### config.mk
export PLATFORM = sky130hd
export DESIGN_NAME = centering_datapath
export DESIGN_NICKNAME = d
export VERILOG_FILES = /design/src/rtl/centering_datapath.sv
export SDC_FILE = /design/constraint.sdc
export NUM_CORES = 2
export LEC_CHECK = 0
export ABC_AREA = 1
export CAP_MARGIN = 15
export CELL_PAD_IN_SITES_DETAIL_PLACEMENT = 1
export CELL_PAD_IN_SITES_GLOBAL_PLACEMENT = 1
export CORE_UTILIZATION = 47
export DETAILED_ROUTE_END_ITERATION = 7
export GPL_ROUTABILITY_DRIVEN = 0
export PLACE_DENSITY = 0.78
export SETUP_SLACK_MARGIN = 0.5
export SYNTH_ARGS = -nofsm -noshare
export SYNTH_HDL_FRONTEND = slang
export SYNTH_SLANG_ARGS = --single-unit
### constraint.sdc
create_clock -name CLK_cdp -period 3.25 [get_ports CLK_cdp]
set_input_delay 0.325 -clock CLK_cdp [delete_from_list [all_inputs] [get_ports CLK_cdp]]
set_output_delay 0.325 -clock CLK_cdp [all_outputs]
set_load 0.01 [all_outputs]
### src/rtl/centering_datapath.sv
// rtl/centering_datapath.sv - block mean removal: buffer N samples, compute mean, emit saturated centered samples
module centering_datapath #(
  parameter int DW = 16,
  parameter int N  = 128
) (
  input  logic                 CLK_cdp,
  input  logic                 RST_cdp,
  input  logic                 En_SUM,
  input  logic                 En_DIV,
  input  logic                 En_SUB,
  input  logic signed [DW-1:0] DIN,
  output logic signed [DW-1:0] DOUT,
  output logic                 DOUT_Valid,
  output logic signed [DW-1:0] MEAN,
  output logic                 CDP_Done,
  output logic                 ERR
);

  localparam int LW = $clog2(N);
  localparam int AW = DW + LW;

  typedef enum logic [2:0] {IDLE, ACC, FULL, MEANOK, SUB, DONE} state_t;

  state_t               state, state_nxt;
  logic [LW-1:0]        wr_ptr, rd_ptr, wr_addr;
  logic signed [AW-1:0] acc;
  logic signed [DW-1:0] sbuf [N];
  logic signed [DW-1:0] rd_data, sat_val;
  logic signed [DW:0]   diff;
  logic                 multi, proto_err, do_first, do_store, do_div, do_sub;
  logic                 last_wr, last_rd;

  assign last_wr = (wr_ptr == LW'(N-1));
  assign last_rd = (rd_ptr == LW'(N-1));
  assign multi   = (En_SUM & En_DIV) | (En_SUM & En_SUB) | (En_DIV & En_SUB);

  always_comb begin
    state_nxt = state;
    proto_err = 1'b0;
    do_first  = 1'b0;
    do_store  = 1'b0;
    do_div    = 1'b0;
    do_sub    = 1'b0;
    if (multi) begin
      proto_err = 1'b1;
    end else begin
      case (state)
        IDLE, DONE: begin
          if (En_SUM) begin
            do_first  = 1'b1;
            state_nxt = ACC;
          end
          proto_err = En_DIV | En_SUB;
        end
        ACC: begin
          if (En_SUM) begin
            do_store = 1'b1;
            if (last_wr) state_nxt = FULL;
          end
          proto_err = En_DIV | En_SUB;
        end
        FULL: begin
          if (En_DIV) begin
            do_div    = 1'b1;
            state_nxt = MEANOK;
          end
          proto_err = En_SUM | En_SUB;
        end
        MEANOK, SUB: begin
          if (En_SUB) begin
            do_sub    = 1'b1;
            state_nxt = last_rd ? DONE : SUB;
          end
          proto_err = En_SUM | En_DIV;
        end
        default: state_nxt = IDLE;
      endcase
    end
  end

  // Difference carries one guard bit so overflow shows up as a sign mismatch
  always_comb begin
    wr_addr = do_first ? '0 : wr_ptr;
    rd_data = sbuf[rd_ptr];
    diff    = (DW+1)'(rd_data) - (DW+1)'(MEAN);
    if (diff[DW] != diff[DW-1])
      sat_val = diff[DW] ? {1'b1, {(DW-1){1'b0}}} : {1'b0, {(DW-1){1'b1}}};
    else
      sat_val = diff[DW-1:0];
  end

  always_ff @(posedge CLK_cdp) begin
    if (!RST_cdp && (do_first || do_store))
      sbuf[wr_addr] <= DIN;
  end

  always_ff @(posedge CLK_cdp) begin
    if (RST_cdp) state <= IDLE;
    else         state <= state_nxt;
  end

  always_ff @(posedge CLK_cdp) begin
    if (RST_cdp) begin
      wr_ptr     <= '0;
      rd_ptr     <= '0;
      acc        <= '0;
      DOUT       <= '0;
      DOUT_Valid <= 1'b0;
      MEAN       <= '0;
      CDP_Done   <= 1'b0;
      ERR        <= 1'b0;
    end else begin
      DOUT_Valid <= 1'b0;
      if (proto_err) ERR <= 1'b1;
      if (do_first) begin
        acc      <= AW'(DIN);
        wr_ptr   <= LW'(1);
        rd_ptr   <= '0;
        CDP_Done <= 1'b0;
      end
      if (do_store) begin
        acc    <= acc + AW'(DIN);
        wr_ptr <= wr_ptr + LW'(1);
      end
      // Arithmetic shift by log2(N) is exactly this slice of the accumulator
      if (do_div) MEAN <= acc[LW +: DW];
      if (do_sub) begin
        DOUT       <= sat_val;
        DOUT_Valid <= 1'b1;
        rd_ptr     <= rd_ptr + LW'(1);
        if (last_rd) CDP_Done <= 1'b1;
      end
    end
  end

endmodule

==> Yosys cells after proc, flatten, opt, wreduce, memory -nomap -nowiden <==
Memory sizes are Yosys's and may differ from the RTL's. A register that Yosys moved wholly into a read port is not among the register bits.
Index checks and enable logic that the tools add are counted.
{ "classes": {"add_sub_neg": 4, "n_mul": 0, "mux": 37, "reduce_logical": 10, "shifts": 0, "order_cmp": 0, "bitwise": 9, "eq_ne": 13, "n_div": 0} }
{ "ops": {"columns": ["cell", "count"], "rows": [
  ["7-bit two-way mux", 7],
  ["23-bit two-way mux", 2],
  ["16-bit two-way mux", 2],
  ["23-bit by 16-bit adder with 23-bit output", 1],
  ["1-bit two-way mux", 19],
  ["16-bit by 16-bit subtractor with 17-bit output", 1],
  ["3-bit two-way mux", 5],
  ["7-bit by 1-bit adder with 7-bit output (second input constant)", 2],
  ["7-bit equality test (second input constant)", 2],
  ["3-bit case mux with 4 select lines", 1],
  ["2-bit != test (second input constant)", 5],
  ["3-bit by 2-bit equality test with 1-bit output (second input constant)", 2],
  ["3-bit equality test (second input constant)", 2],
  ["6-bit AND reduction", 1],
  ["1-bit bitwise OR", 5],
  ["2-bit nonzero test", 2],
  ["2-bit OR reduction", 2],
  ["1-bit bitwise AND", 3],
  ["3-bit by 1-bit equality test with 1-bit output (second input constant)", 1],
  ["3-bit zero test", 1],
  ["1-bit case mux with 3 select lines", 1],
  ["3-bit OR reduction", 1],
  ["1-bit logical AND", 1],
  ["1-bit zero test", 1],
  ["other kinds (3)", 3]
]} }
{ "word_totals": {"inputBits": 21, "romBits": 0, "out_inout_bits": 35, "memories": 1, "wordCells": 83, "latchBits": 0, "ff_bits": 75, "mem_bits_rw": 2048} }
{ "mem_list": {"columns": ["memory", "depth", "word_bits", "read_ports", "rd_ports_with_merged_regs", "wr", "line_no", "rtl"], "rows": [
  ["sbuf", 128, 16, 1, 1, 1, "27", "logic signed [DW-1:0] sbuf [N];"]
]} }

==> Longest topological paths before layout <==
{ "depth": {"word_depth": 8, "ltp_mapped": 28, "mapped_depth_nobuf": 25} }

==> Worst setup path after synthesis <==
Ideal clock, no wire load.
{ "synth_timing": {"path_kind": "flip-flop to flip-flop", "start": "reg (tool-made name)", "end": "reg DOUT[14]", "setup_ps": 119, "t_arrival_ps": 3070, "n_path_buf": 4, "period_less_slack_ps": 3190, "stages_incl_launch_ff": 26, "setup_slack_ps": 60, "t_required_ps": 3131, "cell_sequence": "dfxtp_1 buf_2 clkbuf_1 clkbuf_1 nand3_1 nand3_1 nand3_1 nand3_1 nand2_1 nand2_1 nand3_1 nand2_1 ha_1 inv_1 fa_1 nand2_1 nand2_1 nand3_1 nand2_1 nand2_1 nand3_1 nand2_1 nand2_1 nand2_1 buf_2 a21oi_1"} }
{ "synth_rtl": {"columns": ["item", "line_no", "rtl"], "rows": [
  ["end signal: assignment", "128", "DOUT <= sat_val;"],
  ["end: declaration", "12", "output logic signed [DW-1:0] DOUT,"]
]} }

==> out/metrics.cfg <==
[worst_setup_path]
reg2reg_slack_ps = -990
rr_endpoint = DOUT[9]$_SDFFE_PP0P_
worstPathArrival_ps = 5050
r2r_cells = 25
end_kind = flip-flop
cp_data_required_time_ps = 4050
cp-start-kind = flip-flop
path_max_fanout = 16
worst-setup-path-type = flip-flop to flip-flop

[worst_hold_path]
hold_class = primary input to flip-flop
min_to = acc[4]$_SDFFE_PP0N_
worstHoldStart = DIN[4]
whs_path_depth = 5

[logic_synthesis]
ys_ff_latch = 2130
synth_area_leaders = edfxtp_1 70%, nand3_1 12%, nand2_1 10%, dfxtp_1 1.9%, clkbuf_1 1.1%
synth_top_area_share_pct = 70.2
ys_warn_count = 0
synth_cells = 7637
syn_area_sq_um = 87600
synth_edf_count = 2048
yosys.area.top_type = edfxtp_1
synthesis.nets = 7700
synth_seq_area_share_pct = 72.1
syn_area_per_cell_sq_um = 11.5
synth_ff_type = edfxtp_1
ys_types = 43
async_flop_share_pct = 0

[global_routing]
antenna_found_initial = 20
grt-busiest-layer = met2
grt_overflow = 0
grt_max_degree = 130
use_met2_pct = 56.6
grt_pass1_wl_um = 483000
grtUsageMet3_pct = 8.44
grt_use_met1_pct = 43.6
first_global_vias = 71301
grt.total_usage_pct = 35.4

[floorplan]
ios = 56
start_util_pct = 47.3
fp.dieH_um = 434
die_x_um = 434
dieArea_sq_um = 188000
num_rows = 158
coreArea_sq_um = 185000

[sta]
min_period_ps = 4240
slew-limit-headroom_pct = 19.2
setup-tns-final_ps = -14520
postLayoutSetupSlackWorst_ps = -992
hold_viol = 0
setup_violations = 16
rsz0062_at_grt = true
tightest_slew_ps = 1210
fin_skew_ps = 47.1
fmax_mhz = 236
period_share_pct = 131
maxSlewViolCount = 0

[clocking]
numCtsBuffers = 216
cts_tree = built
clk_pin_slew_ps = 60
clkLatencyLatePin_ps = 920
cts_sinks = 2130
cts-htree-levels = 4
ctsLongestPathBuffers = 3
cts_root_buffer = clkbuf_16

[final_layout]
final_cell_mix = 2,257 x nand2_1, 2,048 x edfxtp_1, 1,817 x nand3_1
nets = 8257
n_fill_cell = 18356
syn2layout_area_growth_pct = 23.4
final_common_cell = nand2_1
drive_gt1_share_pct = 18.1

[routing]
remaining_drc_errors = 0
wirelength_um = 353000
drt_iter0_drc = 10284
ant_nets = 0
viasPerCell = 6.47
first_pass_iters = 6
routedWlPerCell_um = 32.4
vias = 70320

[place]
dpl.hpwl_um = 198000
numPortBuffers = 55

[power]
power.leakage_nw = 38.7
power.density_nw_per_um2 = 524
total_power_mw = 56.6
ir_drop_uv = 586

[outcome]
violations = setup timing
status = complete, but fails checks

[run]
drv_cap = 0

-- how the worst max path moves through the flow --
stage	startpoint	end	slack, ps	cells after the start
3_3_place_gp	flip-flop	DOUT[6]$_SDFFE_PP0P_	-940	24
6_report	flip-flop	DOUT[9]$_SDFFE_PP0P_	-990	25
4_1_cts	flip-flop	DOUT[11]$_SDFFE_PP0P_	-350	26
2_1_floorplan	flip-flop	DOUT[14]$_SDFFE_PP0P_	440	28
3_5_place_dp	flip-flop	DOUT[3]$_SDFFE_PP0P_	-980	25
5_1_grt	flip-flop	DOUT[9]$_SDFFE_PP0P_	-920	25
-- layout make-up --
cell class | instances | area (sq um) | area share (%)
Clock inverter | 131 | 1110 | 1.03
Antenna cell | 10 | 25.0 | 0.0232
Tap cell | 2480 | 3100 | 2.87
Multi-Input combinational cell | 4891 | 24500 | 22.7
Clock buffer | 273 | 5750 | 5.33
Inverter | 138 | 576 | 0.533
Timing Repair Buffer | 813 | 9760 | 9.04
Timing Repair inverter | 4 | 57.6 | 0.0533
Sequential cell | 2130 | 63200 | 58.5
-- critical path: stages, from the launching register on --
cell	delay, ps
dfxtp_4	380
buf_12	150
inv_16	90
buf_12	130
buf_6	170
buf_12	180
buf_4	190
nand3_1	90
nand3_1	140
nand3_2	260
nand3_4	210
nand3_2	160
nand3_4	160
nand2_4	80
ha_4	270
nand2_1	140
inv_2	90
nand2_2	100
nand2_2	100
a21oi_4	250
nand2_2	90
nand2_2	110
nand2_8	110
nand2_8	120
nand2_8	100
a21oi_1	220
-- cell usage after synthesis, types with 4 or more instances --
library cell / n
nand2_1: 2336
nand3_1: 2065
edfxtp_1: 2048
clkbuf_1: 252
nor2_1: 190
buf_2: 146
inv_1: 131
a21oi_1: 99
dfxtp_1: 82
buf_1: 77
o21ai_0: 58
ha_1: 40
nand4_1: 13
nor3_1: 13
xor2_1: 10
nand3b_1: 9
a22o_1: 7
a31oi_1: 7
inv_2: 7
or2_2: 6
nand2_2: 4
o21bai_1: 4
-- metal layers --
metal	vias to the layer above	share of wire [%]
li1	28220	-
met2	5405	47
met4	20	7.7
met5	-	0.039
met1	35160	34
met3	1515	12
-- logic make-up (layout without fill, tap and decap cells) --
group | after synthesis | after routing | synth area share, %
DFF | 2130 | 2130 | 72.1
buffers and inverters | 618 | 1359 | 2.89
xor gates and xnor gates | 13 | 13 | 0.130
other | 0 | 10 | 0
AOI/OAI and AO/OA | 187 | 187 | 1.18
and+or+nand+nor | 4647 | 4649 | 23.1
adders and majority gates | 42 | 42 | 0.617
-- timing repair --
item | in CTS | in global routing
hold buffers | 7 | 0
setup buffers | 34 | 10
pin swaps | 102 | 65
endpoints found under the hold margin | 118 | 0
cloned | 33 | 13
gates resized for setup | 420 | 191
endpoints found under the setup margin | 343 | 1191
-- registers in the layout, summed over array words and instances (netlist names), named ones only --
register and flops:
sbuf 2048, acc 23, DOUT 16, MEAN 16, rd_ptr 7, wr_ptr 7
state 3, CDP_Done 1, DOUT_Valid 1, ERR 1
-- power by group --
part | internal [mW] | switching (mW) | leakage (nW)
clock | 13.7 | 11.3 | 3.35
combinational | 0.368 | 1.20 | 16.3
sequential | 30.1 | 0.0278 | 19.1
-- stage by stage --
step	instances	util [%]	hold slack [ps]	setup WS [ps]	instance area, sq um
finish	10870	58.3	57.7	-992	108000
detailed placement	10359	52.1	482	-979	96500
global route	10863	58.3	79.0	-924	108000
global placement	10359	52.1	479	-944	96500
CTS	10837	57.7	26.8	-354	107000
floorplan	7637	-	424	441	88200
Power figures use the tool's default switching activity.
